===== src/rtl/magcom_pkg.sv =====
// Shared types and result encoding for the bit-serial magnitude comparator.
package magcom_pkg;

    typedef enum logic [1:0] {
        IDLE = 2'd0,
        SCAN = 2'd1,
        DONE = 2'd2
    } magcom_state_t;

    // One-hot {lt, eq, gt} result encoding
    localparam logic [2:0] RES_NONE = 3'b000;
    localparam logic [2:0] RES_LT   = 3'b100;
    localparam logic [2:0] RES_EQ   = 3'b010;
    localparam logic [2:0] RES_GT   = 3'b001;

    function automatic logic [2:0] res_encode(input logic l, input logic g);
        if (l) begin
            return RES_LT;
        end else if (g) begin
            return RES_GT;
        end
        return RES_EQ;
    endfunction

endpackage


===== src/rtl/magcom.sv =====
// 1-bit magnitude comparator cell: one-hot less/equal/greater of a vs b.
module magcom (
    input  logic a,
    input  logic b,
    output logic l,
    output logic e,
    output logic g
);

    assign l = ~a & b;
    assign e = ~(a ^ b);
    assign g = a & ~b;

endmodule


===== src/rtl/serial_magcom.sv =====
// Bit-serial unsigned magnitude comparator: walks latched operands MSB-first
// through one magcom slice and stops at the first differing bit.
module serial_magcom
    import magcom_pkg::*;
#(
    parameter  int unsigned WIDTH = 8,
    localparam int unsigned IDXW  = $clog2(WIDTH)
) (
    input  logic             clk,
    input  logic             rst_n,
    input  logic             start,
    input  logic [WIDTH-1:0] a,
    input  logic [WIDTH-1:0] b,
    output logic             ready,
    output logic             done,
    output logic             lt,
    output logic             eq,
    output logic             gt,
    output logic [IDXW-1:0]  diff_pos
);

    magcom_state_t    state_q, state_d;
    logic [WIDTH-1:0] a_q, a_d;
    logic [WIDTH-1:0] b_q, b_d;
    logic [IDXW-1:0]  idx_q, idx_d;
    logic [2:0]       res_q, res_d;
    logic [IDXW-1:0]  diff_pos_q, diff_pos_d;
    logic             done_q, done_d;
    logic             ready_q, ready_d;

    logic bit_l;
    logic bit_e;
    logic bit_g;

    magcom u_slice (
        .a (a_q[idx_q]),
        .b (b_q[idx_q]),
        .l (bit_l),
        .e (bit_e),
        .g (bit_g)
    );

    // Next-state, datapath and output decode
    always_comb begin
        state_d    = state_q;
        a_d        = a_q;
        b_d        = b_q;
        idx_d      = idx_q;
        res_d      = res_q;
        diff_pos_d = diff_pos_q;
        done_d     = 1'b0;

        case (state_q)
            IDLE: begin
                if (start) begin
                    a_d        = a;
                    b_d        = b;
                    idx_d      = IDXW'(WIDTH - 1);
                    res_d      = RES_NONE;
                    diff_pos_d = '0;
                    state_d    = SCAN;
                end
            end
            SCAN: begin
                if (!bit_e) begin
                    res_d      = res_encode(bit_l, bit_g);
                    diff_pos_d = idx_q;
                    done_d     = 1'b1;
                    state_d    = DONE;
                end else if (idx_q == '0) begin
                    res_d      = RES_EQ;
                    diff_pos_d = '0;
                    done_d     = 1'b1;
                    state_d    = DONE;
                end else begin
                    idx_d = idx_q - IDXW'(1);
                end
            end
            DONE: begin
                state_d = IDLE;
            end
            default: begin
                state_d = IDLE;
            end
        endcase

        ready_d = (state_d == IDLE);
    end

    always_ff @(posedge clk or negedge rst_n) begin
        if (!rst_n) begin
            state_q    <= IDLE;
            a_q        <= '0;
            b_q        <= '0;
            idx_q      <= '0;
            res_q      <= RES_NONE;
            diff_pos_q <= '0;
            done_q     <= 1'b0;
            ready_q    <= 1'b1;
        end else begin
            state_q    <= state_d;
            a_q        <= a_d;
            b_q        <= b_d;
            idx_q      <= idx_d;
            res_q      <= res_d;
            diff_pos_q <= diff_pos_d;
            done_q     <= done_d;
            ready_q    <= ready_d;
        end
    end

    assign ready    = ready_q;
    assign done     = done_q;
    assign lt       = res_q[2];
    assign eq       = res_q[1];
    assign gt       = res_q[0];
    assign diff_pos = diff_pos_q;

endmodule


===== config.mk =====
export PLATFORM = sky130hd
export DESIGN_NAME = serial_magcom
export DESIGN_NICKNAME = d
export VERILOG_FILES = /design/src/rtl/magcom_pkg.sv /design/src/rtl/magcom.sv /design/src/rtl/serial_magcom.sv
export SDC_FILE = /design/constraint.sdc
export NUM_CORES = 1
export LEC_CHECK = 0
export CAP_MARGIN = 25
export CORE_AREA = 2 2 60 62
export DETAILED_ROUTE_END_ITERATION = 7
export DIE_AREA = 0 0 62 64
export PLACE_DENSITY = 0.65
export SYNTH_ARGS = -nofsm -noshare
export SYNTH_HDL_FRONTEND = slang
export SYNTH_HIERARCHICAL = 1
export SYNTH_SLANG_ARGS = --single-unit

===== constraint.sdc =====
create_clock -name clk -period 6.7 [get_ports clk]
set_clock_uncertainty 0.15 [all_clocks]
set_input_delay 0.67 -clock clk [delete_from_list [all_inputs] [get_ports clk]]
set_output_delay 0.67 -clock clk [all_outputs]
set_load 0.005 [all_outputs]

Word-level counts from Yosys, hierarchy flattened --
Cells that the tools add are included.
Storage, ports and cells: flip-flop bits (word level) 29, output and inout bits 8, logic and storage cells 56
Cells by class: add/subtract/negate cells 1, $lt $le $gt $ge 1, equality and inequality tests 5, multiplexer cells 29, bitwise logic cells 5, reduce and logical (&&, ||, !) cells 7
Operators with widths (number):
- 3-bit two-way mux | 11
- 3-bit one-hot mux with 2 select lines | 3
- 1-bit two-way mux | 9
- 1-bit binary-select mux with 3-bit select | 2
- 2-bit two-way mux | 3
- 2-bit inequality test, second input constant | 3
- 2-bit logical NOT | 2
- 3-bit by 4-bit less-than comparator with 1-bit output, second input constant | 1
- 2-bit one-hot mux with 2 select lines | 1
- 4-bit AND reduction | 1
- 3-bit logical NOT | 1
- 3-bit inequality test, second input constant | 1
- 3-bit AND reduction | 1
- 3-bit by 1-bit subtractor with 3-bit output, second input constant | 1
- 1-bit bitwise AND | 2
- 2-bit by 1-bit equality test with 1-bit output, second input constant | 1
- 1-bit inverter | 2
- 2-bit AND reduction | 1
- 2-bit nonzero test | 1
- 1-bit XOR | 1

Longest topological paths before layout --
Gate-level depths: netlist (run 1).
depth after elaboration 11, depth in mapped cells 8

Cells and area by module --
The synthesis (run 1) kept the hierarchy.
By module, submodules not included:
- serial_magcom | times used 1, cells each 95, area each 1362.6 um^2, seq. area each 726.9 um^2
- magcom | times used 1, cells each 4, area each 32.5 um^2, seq. area each 0.0 um^2

Worst setup path after synthesis (run 1) --
OpenSTA, ideal clock, no wires.
kind flip-flop to flip-flop, start register idx_q[0], end register diff_pos_q[1], in the netlist diff_pos[1], setup time 121 ps, data arrival time 2165 ps, data required time 6429 ps, slack 4264 ps, cell stages (with the launch flop) 9, clock period less this slack 2436 ps, cell sequence dfrtp_1 -> buf_6 -> mux4_1 -> mux2_2 -> inv_1 -> ha_1 -> clkbuf_1 -> a31o_2 -> a22o_1
Between the ends: longest elaborated chain between the ends 5, elaborated cells between the ends (all ways) 10
RTL lines:
- start: declaration | RTL line serial_magcom.sv:25 | logic [IDXW-1:0] idx_q, idx_d;
- start signal: assignment | RTL line serial_magcom.sv:104 | idx_q <= idx_d;
- 1-bit binary-select mux with 3-bit select (on tied branches) | RTL line serial_magcom.sv:36, serial_magcom.sv:37
- 1-bit two-way mux (on tied branches) | RTL line serial_magcom.sv:36, serial_magcom.sv:37
- 1-bit XOR | RTL line magcom.sv:11 | assign e = ~(a ^ b);
- 3-bit inequality test (no line) or 3-bit two-way mux (tied branches)
- 3-bit AND reduction (no line) or 3-bit one-hot mux with 2 select lines (tied branches)
- end signal: assignment | RTL line serial_magcom.sv:106 | diff_pos_q <= diff_pos_d;
- end: declaration | RTL line serial_magcom.sv:27 | logic [IDXW-1:0] diff_pos_q, diff_pos_d;
Parallel ways exist; a longest one is shown, timed or not. The select of a mux whose other input is x is not followed. A chain may end at the register's enable or synchronous reset.

Final worst setup path (run 1) --
start register idx_q[0], end register diff_pos_q[0], in the netlist diff_pos[0]
The elaborated chain is that of the path after synthesis.

==> flow_summary.toml, run 1 <==
[run_status]
run_status = "completed"

[sta]
max_clock_freq_mhz = 383
slew_headroom_pct = 76.1
final.min_clock_period_ns = 2.61
timing_worst_slew_pin_value_ns = 0.359
number_of_slew_limit_violations_in_the_final_report = 0
hold_viol = 0
finalSetupViolCount = 0
layout_worst_path_cycle_share_pct = 39.0
final.setup.tns_ns = 0
rsz0062_at_grt = "false"

[global_routing]
gr-total-overflow = 0
grt-busiest-layer = "met2"
grt_first_pass_wirelength_um = 3950
grt_pass1_vias = 897
grt_start_max_net_pins = 30
met3_track_demand_over_resource_in_global_routing_pct = 4.45
gr-usage-met1_pct = 17.4
grt_util_all_layers_pct = 13.7
grt_use_met2_pct = 19.7
antenna_found_initial = 0

[finish]
area_growth_pct = 22.6
layout.area.seq_um2 = 727
combined_area_of_the_multi_input_logic_cells_um2 = 573
final.fill_count = 303
final_cell_area_um2 = 1710
antenna-diode-count = 0
commonest_non_fill_non_tap_cells_in_the_layout = "28 x sky130_fd_sc_hd__dfrtp_1, 26 x sky130_fd_sc_hd__clkdlybuf4s50_1, 18 x sky130_fd_sc_hd__mux2_2, 6 x sky130_fd_sc_hd__inv_1, 5 x sky130_fd_sc_hd__clkbuf_4"
drive_above_1_share_pct = 24.4
finish.net_count = 150
layout.cells.most_common = "sky130_fd_sc_hd__dfrtp_1"

[pwr]
total_leakage_power_nw = 0.750
fraction_of_power_consumed_by_combinational_cells_pct = 46.2
highest_ir_drop_seen_on_vdd_mv = 0.157
power-per-cell-area_nw_per_um2 = 453
intPower_mw = 0.511
seqPwrFrac_pct = 40.1
switching_part_of_the_total_power_pct = 34.0
pwr-share-clk_pct = 13.7
net-switching-power_mw = 0.263

[clock_tree]
hold_buffers = 0
clkLatencyLatePin_ns = 0.33
cts_post_setup_buffers_inserted = 0
cts-buffers-inserted = 5
cts.root.buffer_cell = "sky130_fd_sc_hd__clkbuf_4"
clock_tree.buffer_depth = 2
cts.clk_slew.worst_paths_ns = 0.08
cts_resized = 0
clock_tree_from_tritoncts = "built"
htree_levels = 2
clkSinkCount = 29

[floorplanning]
die_height_um = 64
initial_utilization_pct = 42.5
io_pins = 27
num_rows = 21
floorplan.die.width_um = 62
fp.coreArea_um2 = 3280
floorplan.die_area_um2 = 3970

[hold_path]
timing.hold.worst_endpoint = "b_q[4]"
worst_hold_path.num_cells = 1
hold_path_startpoint = "b_q[4]"
class_of_the_worst_hold_path = "reg -> reg"

[detailed_routing]
first_iter_violations = 29
routed-via-count = 871
finalWirelength_um = 2310
detail-route-antenna-nets = 0
drc = 0
post_drt_via_cell_ratio = 5.03
wl_per_cell_um = 13.3
drt_pass1_iterations = 4

[synthesis]
synthDominantCellAreaShare_pct = 50.2
postSynthCellCount = 99
yosysWarnings = 6
ys_seq_elements = 29
synthDominantAreaCellType = "sky130_fd_sc_hd__dfrtp_1"
fraction_of_the_yosys_area_taken_by_sequential_cells_pct = 52.1
top_cells_by_area_synth = "sky130_fd_sc_hd__dfrtp_1 50%, sky130_fd_sc_hd__mux2_2 15%, sky130_fd_sc_hd__mux4_1 5.7%, sky130_fd_sc_hd__ha_1 3.6%, sky130_fd_sc_hd__buf_6 3.2%"
synth.net_count = 122
post_synth.cell_area_avg_um2 = 14.1
synthesis.area_um2 = 1400
netlist-cell-type-count = 29

[critical_path]
crit_slowest_cell = "sky130_fd_sc_hd__mux4_1"
crit_path_start_kind = "register"
r2r_end = "diff_pos[0]"
timing.rr.start = "idx_q[0]"
timing.reg2reg.setup_slack_ns = 4.09
critical_path_cell_by_cell = "mux4_1 > mux2_2 > ha_1 > a31o_2 > a22o_1"
timing.critical_path.fanout_max = 10
worstSetupPathType = "reg -> reg"
cp.required_ns = 6.77
endpoint_kind = "register"
worst-r2r-cell-count = 5
worstPathArrival_ns = 2.69
critical_path.max_stage_delay_ns = 0.59

[placed_design]
gp_congestion = 0.740
detailed_place_hpwl_um = 1690
post_dp_cell_area_um2 = 1660
port_buffers = 26

[job]
max_cap_viol_count = 0
==> final cells by class <==
cell class,count,area share (%)
flip-flops and latches,29,42.5
multi-input cells,57,33.5
repair buffers,28,16.1
well taps,46,3.37
clock buffers,7,3.22
inverters,6,1.32
==> sequential cells by signal, indices dropped and copies added, names as in the netlist <==
| name | count |
|---|---|
| a_q | 8 |
| b_q | 8 |
| diff_pos | 3 |
| done | 1 |
| idx_q | 3 |
| ready | 1 |
| res_q | 3 |
| state_q | 2 |
==> synth_stat cells <==
cell                       number
sky130_fd_sc_hd__nor2_1         3
sky130_fd_sc_hd__mux4_1         3
sky130_fd_sc_hd__nor3_1         2
sky130_fd_sc_hd__or2b_1         1
sky130_fd_sc_hd__inv_1          6
sky130_fd_sc_hd__nand3_1        1
sky130_fd_sc_hd__clkbuf_1       2
sky130_fd_sc_hd__and4_1         1
sky130_fd_sc_hd__nand2_1        2
sky130_fd_sc_hd__dfstp_2        1
sky130_fd_sc_hd__a22o_1         4
sky130_fd_sc_hd__mux2i_1        2
sky130_fd_sc_hd__nor3b_2        1
sky130_fd_sc_hd__buf_12         1
sky130_fd_sc_hd__a31o_2         1
sky130_fd_sc_hd__a21oi_1        3
sky130_fd_sc_hd__a311oi_1       2
sky130_fd_sc_hd__buf_6          4
sky130_fd_sc_hd__o21bai_1       1
sky130_fd_sc_hd__dfrtp_1       28
sky130_fd_sc_hd__nand2b_1       2
sky130_fd_sc_hd__mux2_2        18
sky130_fd_sc_hd__a32o_1         1
sky130_fd_sc_hd__nor4bb_1       1
sky130_fd_sc_hd__o21ai_0        1
sky130_fd_sc_hd__mux4_2         1
sky130_fd_sc_hd__nand4_1        1
sky130_fd_sc_hd__ha_1           4
sky130_fd_sc_hd__and2b_2        1
==> cell families after synthesis <==
kind of cell	share of synthesized area, %
multiplexers	23.2
AND/OR/NAND/NOR	7.18
AO/OA/AOI/OAI	7.08
buffers and inverters	6.82
flip-flops	52.1
adder cells (fa/ha/maj)	3.59
==> per-stage QoR <==
| stage | power (mW) | util, % | setup slack, ns | cells | hold slack (ns) |
|---|---|---|---|---|---|
| floorplan | 0.594 | - | 4.26 | 99 | 0.224 |
| global placement | 0.664 | 50.4 | 4.14 | 166 | 0.330 |
| detailed placement | 0.676 | 50.4 | 4.10 | 166 | 0.343 |
| CTS | 0.784 | 52.1 | 4.08 | 173 | 0.362 |
| global route | 0.837 | 52.1 | 4.00 | 173 | 0.378 |
| finish | 0.774 | 52.1 | 4.09 | 173 | 0.355 |
==> worst max-delay path: cells and delay by family, from the launching register on <==
| kind | cells | cell delay, ns |
|---|---|---|
| AO/OA/AOI/OAI | 2 | 0.54 |
| adder cells (fa/ha/maj) | 1 | 0.40 |
| flip-flops | 1 | 0.53 |
| multiplexers | 2 | 0.88 |
==> metal layers <==
metal	vias to the layer above	wire length, um	part of all wire, %
met1	418	1000	43
met5	-	0	0
li1	417	-	-
met3	8	144	6.2
met2	28	1100	47
met4	0	63	2.7
==> worst max-delay path by stage <==
stage          startpoint     endpoint  slack [ns]  depth (start not counted)
2_1_floorplan    idx_q[0]  diff_pos[1]        4.26                          8
5_1_grt          idx_q[0]  diff_pos[0]        4.00                          6
6_report         idx_q[0]  diff_pos[0]        4.09                          5
3_3_place_gp     idx_q[0]  diff_pos[2]        4.14                          5
4_1_cts          idx_q[0]  diff_pos[0]        4.08                          5
3_5_place_dp     idx_q[0]  diff_pos[0]        4.10                          5
==> power by group through the flow <==
stage,Sequential (mW),Clock [mW],Combinational (mW)
global route,0.322,0.117,0.398
floorplan,0.288,0,0.307
CTS,0.313,0.110,0.361
detailed placement,0.317,0,0.359
global placement,0.314,0,0.350
finish,0.311,0.106,0.358
Power figures use the tool's default switching activity.
==> run 2, diff against run 1 <==
clock period = 2.55 ns   (was 6.7 ns; I/O delays follow)
==> flow_summary.toml, run 2 (same netlist as run 1, synthesis figures left out) <==
[run_status]
run_status = "completed"

[placed_design]
gp_congestion = 0.752
port_buffers = 26
detailed_place_hpwl_um = 1720

[sta]
timing_worst_slew_pin_value_ns = 0.360
hold_viol = 0
final.min_clock_period_ns = 2.44
number_of_slew_limit_violations_in_the_final_report = 0
slew_headroom_pct = 76.0
max_clock_freq_mhz = 409
layout_worst_path_cycle_share_pct = 95.8
finalSetupViolCount = 0
rsz0062_at_grt = "false"

[floorplanning]
floorplan.die.width_um = 62
floorplan.die_area_um2 = 3970
die_height_um = 64
fp.coreArea_um2 = 3280
num_rows = 21
initial_utilization_pct = 42.5
io_pins = 27

[clock_tree]
cts.clk_slew.worst_paths_ns = 0.10
clkLatencyLatePin_ns = 0.33
cts.root.buffer_cell = "sky130_fd_sc_hd__clkbuf_4"
clock_tree.buffer_depth = 2
cts-buffers-inserted = 5
clock_tree_from_tritoncts = "built"
htree_levels = 2
clkSinkCount = 29

[critical_path]
timing.critical_path.fanout_max = 7
cp.required_ns = 2.63
critical_path_cell_by_cell = "mux4_1 > mux2_2 > inv_2 > ha_4 > buf_4 > nor4bb_2 > a311oi_1"
critical_path.max_stage_delay_ns = 0.56
crit_path_start_kind = "register"
worstSetupPathType = "reg -> reg"
worstPathArrival_ns = 2.53
crit_slowest_cell = "sky130_fd_sc_hd__mux4_1"
endpoint_kind = "register"

[global_routing]
grt_pass1_vias = 893
grt_start_max_net_pins = 30
grt_util_all_layers_pct = 14.3
grt_first_pass_wirelength_um = 4050
antenna_found_initial = 0
gr-total-overflow = 0

[finish]
commonest_non_fill_non_tap_cells_in_the_layout = "27 x sky130_fd_sc_hd__dfrtp_1, 26 x sky130_fd_sc_hd__clkdlybuf4s50_1, 18 x sky130_fd_sc_hd__mux2_2"
largestRegisters = "a_q: 8 flops, b_q: 8 flops"
final.fill_count = 307
finish.utilization_pct = 54.2
area_growth_pct = 27.5
finish.net_count = 153
layout.cells.most_common = "sky130_fd_sc_hd__dfrtp_1"
antenna-diode-count = 0
drive_above_1_share_pct = 30.5

[detailed_routing]
detail-route-antenna-nets = 0
drc = 0
post_drt_via_cell_ratio = 4.97
routed-via-count = 880
first_iter_violations = 17
wl_per_cell_um = 13.7
drt_pass1_iterations = 4
finalWirelength_um = 2420

[pwr]
power-per-cell-area_nw_per_um2 = 1290
highest_ir_drop_seen_on_vdd_mv = 0.486
post_layout_power_mw = 2.30
total_leakage_power_nw = 0.772

[job]
max_cap_viol_count = 0

[hold_path]
class_of_the_worst_hold_path = "in -> async"
## run 2: metal layers
layer	GRT usage (%)	vias to the layer above	wire length (um)	part of all wire, %
li1	-	424	-	-
met1	17.8	422	1120	46
met2	21.0	28	1090	45
met3	6.48	6	166	6.9
met4	6.38	0	44	1.8
met5	0	-	0	0
## run 2: critical path: cells and delay by family (launching register included)
| family | cells | cell delay [ns] |
|---|---|---|
| muxes | 2 | 0.86 |
| buffers and inverters | 2 | 0.23 |
| adders and majority gates | 1 | 0.21 |
| AOI/OAI and AO/OA | 1 | 0.26 |
| and+or+nand+nor | 1 | 0.17 |
| DFF | 1 | 0.47 |
## run 2: stage by stage
stage	hold slack, ns	setup slack (ns)	setup TNS [ns]	cells	cell area (um2)
6_report	0.152	0.106	0	177	1780
3_3_place_gp	0.335	0.0667	0	167	1660
3_5_place_dp	0.344	-0.0152	-0.0230	167	1660
4_1_cts	0.162	0.0707	0	175	1750
2_1_floorplan	-0.191	0.114	0	99	1400
5_1_grt	0.173	0.0307	0	177	1780
## run 2: where the power goes
group	switching, mW	internal (mW)	leakage [nW]
sequential	0.148	0.673	0.344
clock	0.160	0.234	0.0455
combinational	0.436	0.647	0.382
total	0.743	1.55	0.772
## run 2: cell type report
type,instances,area [um2],share of cell area [%]
clock buffers,7,55.1,3.09
clock inverters,1,30.0,1.69
inverters,6,22.5,1.27
multi-input cells,57,588,33.1
flip-flops and latches,29,728,40.9
well taps,46,57.6,3.23
repair buffers,31,298,16.7
## run 2: repair_timing
item	CTS	global route
cloned	0	0
setup buffers	0	2
gates resized for setup	1	4
hold buffers	0	0
pin swaps	0	1
setup endpoints to repair	5	2
## run 2: path summary, 6_finish.rpt
kind | startpoint | to | slack [ns] | depth (start not counted)
setup / recovery | idx_q[0] | idx_q[1] | 0.11 | 7
hold / removal | rst_n | a_q[2] | 0.15 | 2
setup reg to reg | idx_q[0] | idx_q[1] | 0.11 | 7
hold reg to reg | b_q[7] | b_q[7] | 0.36 | 1
max in group asynchronous | rst_n | ready | 1.79 | 2
min in group clk | b_q[7] | b_q[7] | 0.36 | 1
